==> src/rtl/seq_restoring_divider_pkg.sv <==
// Shared types and default widths for the sequential restoring divider.
package div_pkg;

  localparam int N_DEF = 8;
  localparam int M_DEF = 2 * N_DEF + 1;
  localparam int CNT_W = $clog2(M_DEF);

  typedef enum logic [1:0] {
    IDLE = 2'd0,
    RUN  = 2'd1,
    DONE = 2'd2
  } state_t;

endpackage

==> src/rtl/seq_restoring_divider_if.sv <==
// Operand/result handshake bundle between a requester and the divider.
interface seq_restoring_divider_if #(
  parameter int N = 8,
  parameter int M = 2 * N + 1
);
  logic         in_valid;
  logic         in_ready;
  logic [M-1:0] dividend;
  logic [N-1:0] divisor;
  logic         out_valid;
  logic         out_ready;
  logic [M-1:0] quotient;
  logic [N-1:0] remainder;
  logic         div_by_zero;

  modport master (
    output in_valid, dividend, divisor, out_ready,
    input  in_ready, out_valid, quotient, remainder, div_by_zero
  );

  modport slave (
    input  in_valid, dividend, divisor, out_ready,
    output in_ready, out_valid, quotient, remainder, div_by_zero
  );
endinterface

==> src/rtl/seq_restoring_divider_step.sv <==
// One restoring-division step: shift in a dividend bit, trial-subtract, restore on borrow.
module div_step #(
  parameter int N = 8
) (
  input  logic [N:0]   r,
  input  logic         dbit,
  input  logic [N-1:0] divisor,
  output logic [N:0]   r_next,
  output logic         qbit
);
  logic [N:0] r_shift;
  logic [N:0] trial;

  // r stays below divisor, so r_shift < 2*divisor and trial[N] is a clean borrow flag
  assign r_shift = {r[N-1:0], dbit};
  assign trial   = r_shift - {1'b0, divisor};
  assign qbit    = ~trial[N];
  assign r_next  = qbit ? trial : r_shift;
endmodule

==> src/rtl/seq_restoring_divider.sv <==
// Unsigned M/N-bit divider, one quotient bit per clock, valid/ready on both sides.
module seq_restoring_divider
  import div_pkg::*;
#(
  parameter int N = N_DEF,
  parameter int M = 2 * N + 1
) (
  input  logic                    clk,
  input  logic                    rst,
  seq_restoring_divider_if.slave  bus
);
  localparam int CW = $clog2(M);

  state_t        state_reg, state_next;
  logic [M-1:0]  dividend_sh;
  logic [N-1:0]  divisor_reg;
  logic [N:0]    r_reg;
  logic [N:0]    r_next;
  logic          qbit;
  logic [CW-1:0] count_reg;
  logic [M-1:0]  quotient_reg;
  logic [N-1:0]  remainder_reg;
  logic          dbz_reg;
  logic          accept;
  logic          last_step;
  logic          zero_div;

  assign accept    = bus.in_valid && (state_reg == IDLE);
  assign zero_div  = (bus.divisor == '0);
  assign last_step = (count_reg == CW'(M - 1));

  div_step #(.N(N)) u_step (
    .r       (r_reg),
    .dbit    (dividend_sh[M-1]),
    .divisor (divisor_reg),
    .r_next  (r_next),
    .qbit    (qbit)
  );

  always_ff @(posedge clk or posedge rst) begin
    if (rst) state_reg <= IDLE;
    else     state_reg <= state_next;
  end

  always_comb begin
    state_next = state_reg;
    case (state_reg)
      IDLE:    if (accept) state_next = zero_div ? DONE : RUN;
      RUN:     if (last_step) state_next = DONE;
      DONE:    if (bus.out_ready) state_next = IDLE;
      default: state_next = IDLE;
    endcase
  end

  always_ff @(posedge clk or posedge rst) begin
    if (rst) begin
      dividend_sh   <= '0;
      divisor_reg   <= '0;
      r_reg         <= '0;
      count_reg     <= '0;
      quotient_reg  <= '0;
      remainder_reg <= '0;
      dbz_reg       <= 1'b0;
    end else if (accept) begin
      if (zero_div) begin
        quotient_reg  <= '1;
        remainder_reg <= bus.dividend[N-1:0];
        dbz_reg       <= 1'b1;
      end else begin
        dividend_sh <= bus.dividend;
        divisor_reg <= bus.divisor;
        r_reg       <= '0;
        count_reg   <= '0;
        dbz_reg     <= 1'b0;
      end
    end else if (state_reg == RUN) begin
      // quotient doubles as the result shift register; it is fully refilled after M steps
      r_reg        <= r_next;
      dividend_sh  <= {dividend_sh[M-2:0], 1'b0};
      quotient_reg <= {quotient_reg[M-2:0], qbit};
      count_reg    <= count_reg + CW'(1);
      if (last_step) remainder_reg <= r_next[N-1:0];
    end
  end

  assign bus.in_ready    = (state_reg == IDLE);
  assign bus.out_valid   = (state_reg == DONE);
  assign bus.quotient    = quotient_reg;
  assign bus.remainder   = remainder_reg;
  assign bus.div_by_zero = dbz_reg;
endmodule

==> src/flat_wrapper.sv <==
// flat-port wrapper written by rule: the top's interface ports become plain ports
module seq_restoring_divider_flat import div_pkg::*;
#(
  parameter int N = N_DEF,
  parameter int M = 2 * N + 1
)
  (clk, rst, bus_in_valid, bus_dividend, bus_divisor, bus_out_ready, bus_in_ready, bus_out_valid, bus_quotient, bus_remainder, bus_div_by_zero);
  seq_restoring_divider_if #(.N(N), .M(M)) bus_i ();
  input  logic clk;
  input  logic rst;
  input wire logic [$bits(bus_i.in_valid)-1:0] bus_in_valid;
  input wire logic [$bits(bus_i.dividend)-1:0] bus_dividend;
  input wire logic [$bits(bus_i.divisor)-1:0] bus_divisor;
  input wire logic [$bits(bus_i.out_ready)-1:0] bus_out_ready;
  output wire logic [$bits(bus_i.in_ready)-1:0] bus_in_ready;
  output wire logic [$bits(bus_i.out_valid)-1:0] bus_out_valid;
  output wire logic [$bits(bus_i.quotient)-1:0] bus_quotient;
  output wire logic [$bits(bus_i.remainder)-1:0] bus_remainder;
  output wire logic [$bits(bus_i.div_by_zero)-1:0] bus_div_by_zero;
  assign bus_i.in_valid = bus_in_valid;
  assign bus_i.dividend = bus_dividend;
  assign bus_i.divisor = bus_divisor;
  assign bus_i.out_ready = bus_out_ready;
  assign bus_in_ready = bus_i.in_ready;
  assign bus_out_valid = bus_i.out_valid;
  assign bus_quotient = bus_i.quotient;
  assign bus_remainder = bus_i.remainder;
  assign bus_div_by_zero = bus_i.div_by_zero;
  seq_restoring_divider #(.N(N), .M(M)) u_core (.clk(clk), .rst(rst), .bus(bus_i));
endmodule
==> config.mk <==
export PLATFORM = sky130hd
export DESIGN_NAME = seq_restoring_divider_flat
export DESIGN_NICKNAME = d
export VERILOG_FILES = /design/src/rtl/seq_restoring_divider_pkg.sv /design/src/rtl/seq_restoring_divider_if.sv /design/src/rtl/seq_restoring_divider_step.sv /design/src/rtl/seq_restoring_divider.sv /design/src/flat_wrapper.sv
export SDC_FILE = /design/constraint.sdc
export NUM_CORES = 1
export LEC_CHECK = 0
export ABC_AREA = 1
export BUFFER_PORTS_ARGS = -buffer_cell sky130_fd_sc_hd__buf_2
export CAP_MARGIN = 10
export CELL_PAD_IN_SITES_DETAIL_PLACEMENT = 1
export CELL_PAD_IN_SITES_GLOBAL_PLACEMENT = 2
export CORE_UTILIZATION = 25
export DETAILED_ROUTE_END_ITERATION = 12
export PLACE_DENSITY_LB_ADDON = 0.1
export SLEW_MARGIN = 20
export SYNTH_ARGS = -nofsm -noshare
export SYNTH_HDL_FRONTEND = slang
export SYNTH_SLANG_ARGS = --single-unit
==> constraint.sdc <==
create_clock -name clk -period 2.8 [get_ports clk]
set_input_delay 0.56 -clock clk [delete_from_list [all_inputs] [get_ports clk]]
set_output_delay 0.56 -clock clk [all_outputs]
set_load 0.03 [all_outputs]
==> metrics.txt, run 1 <==
busiest grt layer met2; Final WS setup around 0.58 ns; area of the core 0.0132 sq mm; GR Util met2 22.6%; CP max stage cell fa_1; PostCTS Resize Cnt 0; Synth Instances 422; CP Data Required Time 3.05 ns; Post-Route WL 9.14 mm; CTS tree built; met1 Usage GRT about a fifth; Reg clk slew, reported paths around 0.060 ns; worst-skew pair later-pin latency 0.34 ns; port bufs 56; Tightest Pin Transition around 0.39 ns; via/cell ratio 4.31; RR Endpoint u_core.r_reg[6]$_DFFE_PP0P_; Clock Power Share 19.2%; worst-path cell chain inv_1, ha_1, inv_1, fa_1, nand2_1, nand2_1, nand3_1, nand2_1, nand2_1, nand2_1, nand2_1, nand3_1, o21ai_0; final setup violation count 0; switching share of power ~46%; final setup TNS 0 ns; Die W between 100 and 150 um; fin nets about 520; Final Skew 0.00627 ns; top cells by area, synth dfrtp_1, nand2_1, inv_1, nor2_1, ha_1; synthesized area ~0.0034 sq mm; type of the worst setup path register to register; Total GRT Usage 14.3%; reg2reg setup slack 0.58 ns; HPWL after DPL 6.64 mm; number of global-route vias before repair 2,958; Final Critical Period 2.22 ns; number of placement rows 42; fin cells about 660; Synth Register Bits 66; Area Overhead vs Synth 22.8%; WP data arrival 2.47 ns; DR WL/cell 13.8 um; Placed Cells approximately 650; CP startpoint u_core.dividend_sh[16]$_DFFE_PP0P_; NetSw 2.74 mW; Initial Util 25.6%; Slew headroom 74.3%; most common cell after layout, fill and taps aside nand2_1; cell accounting for the most synthesized area dfrtp_1; element type at the critical path end register; clock root buffer clkbuf_16; CTS sink cnt 66; Peak supply drop 372 uV; H-tree Lvls 3; CTS buffer count 9; Mapped Nets 462; Power Total 5.93 mW; PD cells between 1000 and 1500 mW/mm^2; combinational power share 52.1%; Hold Path Class primary input to async pin; final hold vios 0; largest net degree at the start of global routing 67; Placer Congestion roughly 0.7; Crit Reg-Reg Startpoint u_core.dividend_sh[16]$_DFFE_PP0P_; die area 0.0140 sq mm; Post CTS Setup Buffer Count 0; remaining antenna violation count 0; IO Count 57; Yosys Warn Count 0; M3 GR Usage 3.28%; area fraction of the dominant cell type after synthesis 48.7%; share of cells above drive strength 1 between 10% and 20%; initial DRC count 99; most frequent cells in the layout nand2_1, dfrtp_1, inv_1; Pleak 2.17 nW; die height around 120 um; crit-path max FO 8; count of cell types in the netlist 30; Hold Buf Count CTS 0; global-route wire length before repair 15.3 mm; delay-heaviest family, CP simple AND/OR/NAND/NOR gates; DRC viols 0; RSZ-0062 raised after global routing no; CP Buf/Inv Count 2; max-cap violations 0; GR Overflow Total 0; register area share after synthesis approximately half; status finished, final reports clean; Power Internal 3.19 mW; period utilization 79.3%; Synth Area per Inst around 8 sq um; ANT cells 0; element type at the critical path start register; initial antenna violation count 0; via count 2,850; Sequential Power Share 28.7%; Place WS 0.571 ns; max incr delay on CP 0.40 ns; drt pass-1 iters 4; clock buffer depth 2; cells on worst reg2reg path 13; Slew Limit Fails 0; Highest Clock Rate 450 MHz; CP dominant cell by count nand2_1
area by class of cell:
| cell class | count | area [sq um] |
|---|---|---|
| Multi-Input combinational cell | 273 | 1380 |
| Fill cell | 1654 | 9080 |
| Clock inverter | 3 | 40.0 |
| Timing Repair Buffer | 63 | 358 |
| Inverter | 70 | 265 |
| Tap cell | 176 | 220 |
| Clock buffer | 11 | 253 |
| Sequential cell | 66 | 1650 |
synth_stat cells:
master and n:
inv_2 3, a22oi_1 14, xnor2_1 2, buf_4 1, nor2_2 2, inv_4 1, o21ai_0 18, nand2_1 114
o22ai_1 4, inv_1 66, nor2_1 47, nand2_2 2, buf_2 3, a21oi_1 15, ha_1 10, xor2_1 3
clkbuf_8 1, a31oi_1 14, clkbuf_1 4, or2_1 1, fa_1 1, nand2_4 1, o21ai_4 1, buf_6 4
o21ai_1 2, nand3_1 16, nand4_1 2, o31ai_1 1, dfrtp_1 66, nor2_4 3
cell families after synthesis:
family	Yosys count	share of synthesized area, %
and+or+nand+nor	188	22.8
DFF	66	48.7
AOI/OAI and AO/OA	69	12.3
xor gates and xnor gates	5	1.29
adders and majority gates	11	4.28
buffers and inverters	83	10.7
tightest hold or removal path, stage by stage:
cell and delay (ns):
buf_2 0.10, inv_2 0.06, buf_12 0.30
per-stage QoR:
| step | utilization, % | cell area [sq um] | hold slack, ns |
|---|---|---|---|
| 6_report | 31.5 | 4170 | 0.278 |
| 5_1_grt | 31.5 | 4170 | 0.332 |
| 3_3_place_gp | 29.3 | 3870 | 0.473 |
| 2_1_floorplan | - | 3390 | 0.446 |
| 3_5_place_dp | 29.3 | 3870 | 0.467 |
| 4_1_cts | 31.5 | 4170 | 0.306 |
power by group through the flow:
stage	Combinational, mW	Clock, mW	Sequential (mW)
detailed placement	3.15	0	1.73
global placement	3.13	0	1.72
floorplan	2.03	0	1.99
finish	3.09	1.14	1.70
CTS	3.17	1.19	1.72
global route	3.56	1.22	1.78
metal layers:
metal / part of all wire (%) / wire [um] / vias to the layer above
li1: - / - / 1445
met1: 49 / 4510 / 1352
met2: 46 / 4220 / 40
met3: 2.6 / 242 / 13
met4: 1.8 / 166 / 0
met5: 0 / 0 / -
worst max path at each step:
stage               cells past startpoint  slack, ns                                   to
floorplan                               1       0.59   u_core.bus.div_by_zero$_DFFE_PP0P_
global placement                        9       0.64  u_core.bus.remainder[2]$_DFFE_PP0P_
detailed placement                     13       0.57          u_core.r_reg[6]$_DFFE_PP0P_
CTS                                    13       0.56          u_core.r_reg[6]$_DFFE_PP0P_
global route                           13       0.38  u_core.bus.remainder[6]$_DFFE_PP0P_
finish                                 13       0.58          u_core.r_reg[6]$_DFFE_PP0P_
Power figures use the tool's default switching activity.
==> run 2, diff against run 1 <==
clock period = 2.1 ns   (was 2.8 ns; I/O delays follow)
==> run 2 against run 1 <==
Compared with the run above: wire length up 1.8%; global-route usage increased by 0.26 points; critical path depth stayed put; maximum frequency up 14%; design area is 3.4% higher; worst setup slack worse by 0.43 ns; non-clock buffer count rose by 3; register-to-register slack got worse by 0.43 ns; count of clock-buffer cells in the layout shrank 2; critical endpoint is now u_core.bus.quotient[0]$_DFFE_PP0P_.
==> metrics.txt, run 2 (synthesized netlist as in run 1, its figures left out) <==
status finished, final reports clean; most common cell after layout, fill and taps aside nand2_1; Power Total 8.50 mW; CP max stage cell dfrtp_1; via/cell ratio 4.33; Post CTS Setup Buffer Count 0; element type at the critical path end register; remaining antenna violation count 0; PD cells between 1500 and 2000 mW/mm^2; most frequent cells in the layout nand2_1, dfrtp_1, inv_1; fin area approximately 0.0043 sq mm; DR WL/cell 13.9 um; Hold Buf Count CTS 0; RSZ-0062 raised after global routing no; Slew Limit Fails 0; Total GRT Usage 14.6%; Initial Util 25.6%; GR Overflow Total 0; Tightest Pin Transition between 0.4 and 0.5 ns; Final Critical Period slightly below 2 ns; Final WS setup 0.147 ns; Highest Clock Rate 512 MHz; DRC viols 0; type of the worst setup path register to register; number of placement rows 42; die area between 0.01 and 0.015 sq mm; share of cells above drive strength 1 23.4%; ANT cells 0; period utilization 93.0%; max incr delay on CP 0.37 ns; met1 Usage GRT around 20%; H-tree Lvls 3; CTS buffer count 9; global-route wire length before repair 15.7 mm; drt pass-1 iters 4; IO Count 57; Hold Path Class primary input to async pin; max-cap violations 0; WP data arrival 2.18 ns; CTS sink cnt 66; port bufs 56; initial DRC count 103; placed cell areas 0.00388 sq mm; Final Skew 0.00795 ns; final setup violation count 0; RR Endpoint u_core.bus.quotient[0]$_DFFE_PP0P_; GR Util met2 between 20% and 30%; cells on worst reg2reg path 13; Crit Reg-Reg Startpoint u_core.dividend_sh[16]$_DFFE_PP0P_; fin nets between 500 and 600; clock buffer depth 2; initial antenna violation count 0; Reg area 0.00165 sq mm; worst-path cell chain inv_1, ha_1, inv_1, fa_2, nand2_1, nand2_2, nand3_2, nand2_2, nand2_2, nand2_4, buf_4, o22ai_1, inv_1; clock root buffer clkbuf_16; Reg clk slew, reported paths 0.06 ns; Pleak approximately 2.2 nW; busiest grt layer met2; FILL cells 1,626; Peak supply drop 465 uV; CP Data Required Time 2.33 ns; Post-Route WL 9.30 mm; Area Overhead vs Synth 27.0%; die height 118 um; M3 GR Usage 3.96%; multi-input logic area 0.00146 sq mm; element type at the critical path start register; final hold vios 0; number of global-route vias before repair 3,035; area of the core about 0.013 sq mm; worst-skew pair later-pin latency roughly 0.34 ns; largest net degree at the start of global routing 67; Slew headroom 66.6%; via count 2,887; CTS tree built; crit-path max FO 8; reg2reg setup slack between 0.1 and 0.15 ns; Place WS -0.0729 ns; HPWL after DPL 6.60 mm; Placer Congestion 0.710; Die W between 100 and 150 um
[run 2: cell types whose count changed in the layout (fill, tap and decap cells not counted), moves of 4 or more]
cell	delta
o21ai_0	-5
nand3_1	-6
a21oi_1	-5
o21ai_1	+4
a21oi_2	+5
buf_4	+4
nand2_1	-6
nand3_2	+6
nand2_2	+4
[run 2: area by class of cell]
cell class,count,share of cell area (%)
clock buffers,9,5.23
clock inverters,7,2.73
flip-flops and latches,66,38.3
inverters,70,6.19
repair buffers,66,8.54
well taps,176,5.11
multi-input cells,273,33.9
[run 2: worst max path at each step]
stage,from,endpoint,slack (ns)
4_1_cts,u_core.dividend_sh[16]$_DFFE_PP0P_,u_core.r_reg[1]$_DFFE_PP0P_,0.02
2_1_floorplan,rst,u_core.bus.div_by_zero$_DFFE_PP0P_,0.03
6_report,u_core.dividend_sh[16]$_DFFE_PP0P_,u_core.bus.quotient[0]$_DFFE_PP0P_,0.15
3_3_place_gp,u_core.dividend_sh[16]$_DFFE_PP0P_,u_core.bus.remainder[7]$_DFFE_PP0P_,-0.03
5_1_grt,u_core.dividend_sh[16]$_DFFE_PP0P_,u_core.r_reg[1]$_DFFE_PP0P_,0.005
3_5_place_dp,u_core.dividend_sh[16]$_DFFE_PP0P_,u_core.r_reg[3]$_DFFE_PP0P_,-0.07
[run 2: critical path, delay by kind of cell (launching register included)]
kind                       cells  cell delay [ns]
and+or+nand+nor                6             0.53
adders and majority gates      2             0.49
DFF                            1             0.37
buffers and inverters          4             0.34
AOI/OAI and AO/OA              1             0.10
[run 2: report_power, final]
group / internal (mW) / total, mW / switching, mW / leakage, nW
clock: 1.16 / 1.76 / 0.604 / 0.169
combinational: 1.55 / 4.47 / 2.92 / 1.29
sequential: 1.90 / 2.26 / 0.369 / 0.767
[run 2: through the flow]
step | TNS, ns | std cells | utilization (%) | hold WS [ns]
after floorplan | 0 | 422 | - | 0.446
after global placement | -0.0424 | 651 | 29.3 | 0.471
after detailed placement | -0.558 | 651 | 29.3 | 0.474
after CTS | 0 | 667 | 32.0 | 0.175
after global routing | 0 | 667 | 32.5 | 0.188
final | 0 | 667 | 32.5 | 0.143
[run 2: per-layer routing]
| metal | share of wire [%] | wire [um] |
|---|---|---|
| met4 | 1.5 | 138 |
| met5 | 0 | 0 |
| met1 | 50 | 4690 |
| met3 | 3.6 | 334 |
| met2 | 44 | 4140 |
[run 2: what timing repair did]
action	4_1_cts	5_1_grt
resized for setup	3	24
setup endpoints to repair	16	18
pin swaps	0	6
==> run 3, diff against run 2 <==
CORE_ASPECT_RATIO = 0.7   (was unset)
==> run 3 against run 2 <==
Compared with the run above: maximum frequency grew 0.63%; cell count up 2.1%; first-iteration DRC count increased by 7.8%; core utilization is 0.64 points higher; global-route usage increased by 0.18 points; wire length up 2.1%; via count up 1.6%; total power is 1.8% higher; highest routed layer unchanged.
==> metrics.txt, run 3 (synthesized netlist as in run 1, its figures left out) <==
die area ~0.014 sq mm; Sequential Power Share 26.3%; NetSw 3.96 mW; Final Skew approximately 0.0036 ns; remaining antenna violation count 0; final setup violation count 0; Slew headroom 58.5%; Fin Hold WS 0.156 ns; Area Overhead vs Synth 28.9%; fin nets ~530; Power Internal 4.69 mW; RSZ-0062 raised after global routing yes; Final WS setup around 0.16 ns; number of placement rows 35; drt pass-1 iters 5; GR Overflow Total 0; Peak supply drop 805 uV; most frequent cells in the layout nand2_1, dfrtp_1, inv_1; element type at the critical path end register; DR WL/cell 13.9 um; HPWL after DPL approximately 7 mm; Reg clk slew, reported paths 0.06 ns; clock root buffer clkbuf_16; fin cells 681; Placed Cells 664; type of the worst setup path register to register; global-route wire length before repair 15.9 mm; clock buffer depth 2; max-cap violations 0; PD cells 1980 mW/mm^2; final hold vios 0; Place WS -0.113 ns; CP Data Required Time 2.35 ns; via/cell ratio 4.31; CTS sink cnt 66; Clock Power Share 20.2%; IO Count 57; CTS tree built; Highest Clock Rate 515 MHz; via count just under 3,000; largest net degree at the start of global routing 67; combinational power share 53.5%; WP data arrival 2.19 ns; element type at the critical path start register; number of global-route vias before repair between 3,000 and 4,000; Die W 141 um; Hold Buf Count CTS 0; CTS buffer count 9; die height 99.5 um; Final Critical Period 1.94 ns; Pleak 2.25 nW; share of cells above drive strength 1 between 20% and 30%; worst-skew pair later-pin latency 0.33 ns; Post-Route WL 9.50 mm; most common cell after layout, fill and taps aside nand2_1; Initial Util roughly a quarter; Hold Path Class primary input to async pin; H-tree Lvls 3; ANT cells 0; initial DRC count 111; switching share of power between 40% and 50%; DRC viols 0; Placer Congestion 0.717; Total GRT Usage 14.8%; Slew Limit Fails 0; status finished, final reports clean; Tightest Pin Transition 0.622 ns; initial antenna violation count 0; port bufs 56; crit-path max FO 8; period utilization 92.4%; area of the core 0.0132 sq mm; cells on worst reg2reg path 10
==> run 3: power by group through the flow <==
| stage | sequential, mW | combinational, mW | clock (mW) |
|---|---|---|---|
| 2_1_floorplan | 2.65 | 2.71 | 0 |
| 3_3_place_gp | 2.28 | 4.20 | 0 |
| 3_5_place_dp | 2.30 | 4.29 | 0 |
| 4_1_cts | 2.29 | 4.43 | 1.81 |
| 5_1_grt | 2.36 | 5.26 | 1.85 |
| 6_report | 2.27 | 4.63 | 1.75 |
==> run 3: critical path, cell delays in order (launching register included) <==
cell	delay (ns)
dfrtp_1	0.42
ha_1	0.39
nand2_1	0.11
nand2_1	0.11
a21oi_4	0.21
nand3_1	0.15
nand2_4	0.16
nand2_1	0.06
nand2_1	0.06
nand2_1	0.06
a21oi_1	0.14
==> run 3: final cells by class <==
| class | count | area (sq um) |
|---|---|---|
| Multi-Input combinational cell | 273 | 1480 |
| Tap cell | 185 | 231 |
| Sequential cell | 66 | 1650 |
| Inverter | 70 | 265 |
| Clock buffer | 9 | 225 |
| Timing Repair Buffer | 71 | 405 |
| Fill cell | 1558 | 8810 |
| Clock inverter | 7 | 118 |
==> run 3: path summary, 6_finish.rpt <==
check                                                  startpoint                                   to  slack [ns]
worst max-delay path                  u_core.r_reg[4]$_DFFE_PP0P_  u_core.bus.remainder[5]$_DFFE_PP0P_        0.16
worst min-delay path                                          rst      u_core.state_reg[1]$_DFFE_PP0P_        0.16
worst max register to register        u_core.r_reg[4]$_DFFE_PP0P_  u_core.bus.remainder[5]$_DFFE_PP0P_        0.16
worst min register to register  u_core.dividend_sh[2]$_DFFE_PP0P_    u_core.dividend_sh[2]$_DFFE_PP0P_        0.48
max in group asynchronous                                     rst          u_core.r_reg[0]$_DFFE_PP0P_        1.64
min in group clk                                    bus_out_ready      u_core.state_reg[1]$_DFFE_PP0P_        0.27
==> run 3: metal layers <==
layer	GRT usage, %	routed length [um]
met4	4.52	106
met2	22.7	4030
met3	3.61	306
met5	0	0
met1	20.5	5060
==> run 3: through the flow <==
stage	power (mW)	utilization (%)	area, sq um	setup TNS (ns)
floorplan	5.36	-	3390	0
global placement	6.49	29.8	3930	-0.118
detailed placement	6.59	29.8	3930	-1.23
CTS	8.53	32.6	4300	0
global route	9.48	33.2	4370	-0.00399
finish	8.65	33.2	4370	0
==> run 3: what timing repair did <==
action	in CTS	in global routing
hold endpoints to repair	0	0
resized for setup	9	20
setup buffers	0	1
endpoints found under the setup margin	17	17
pin swaps	3	7
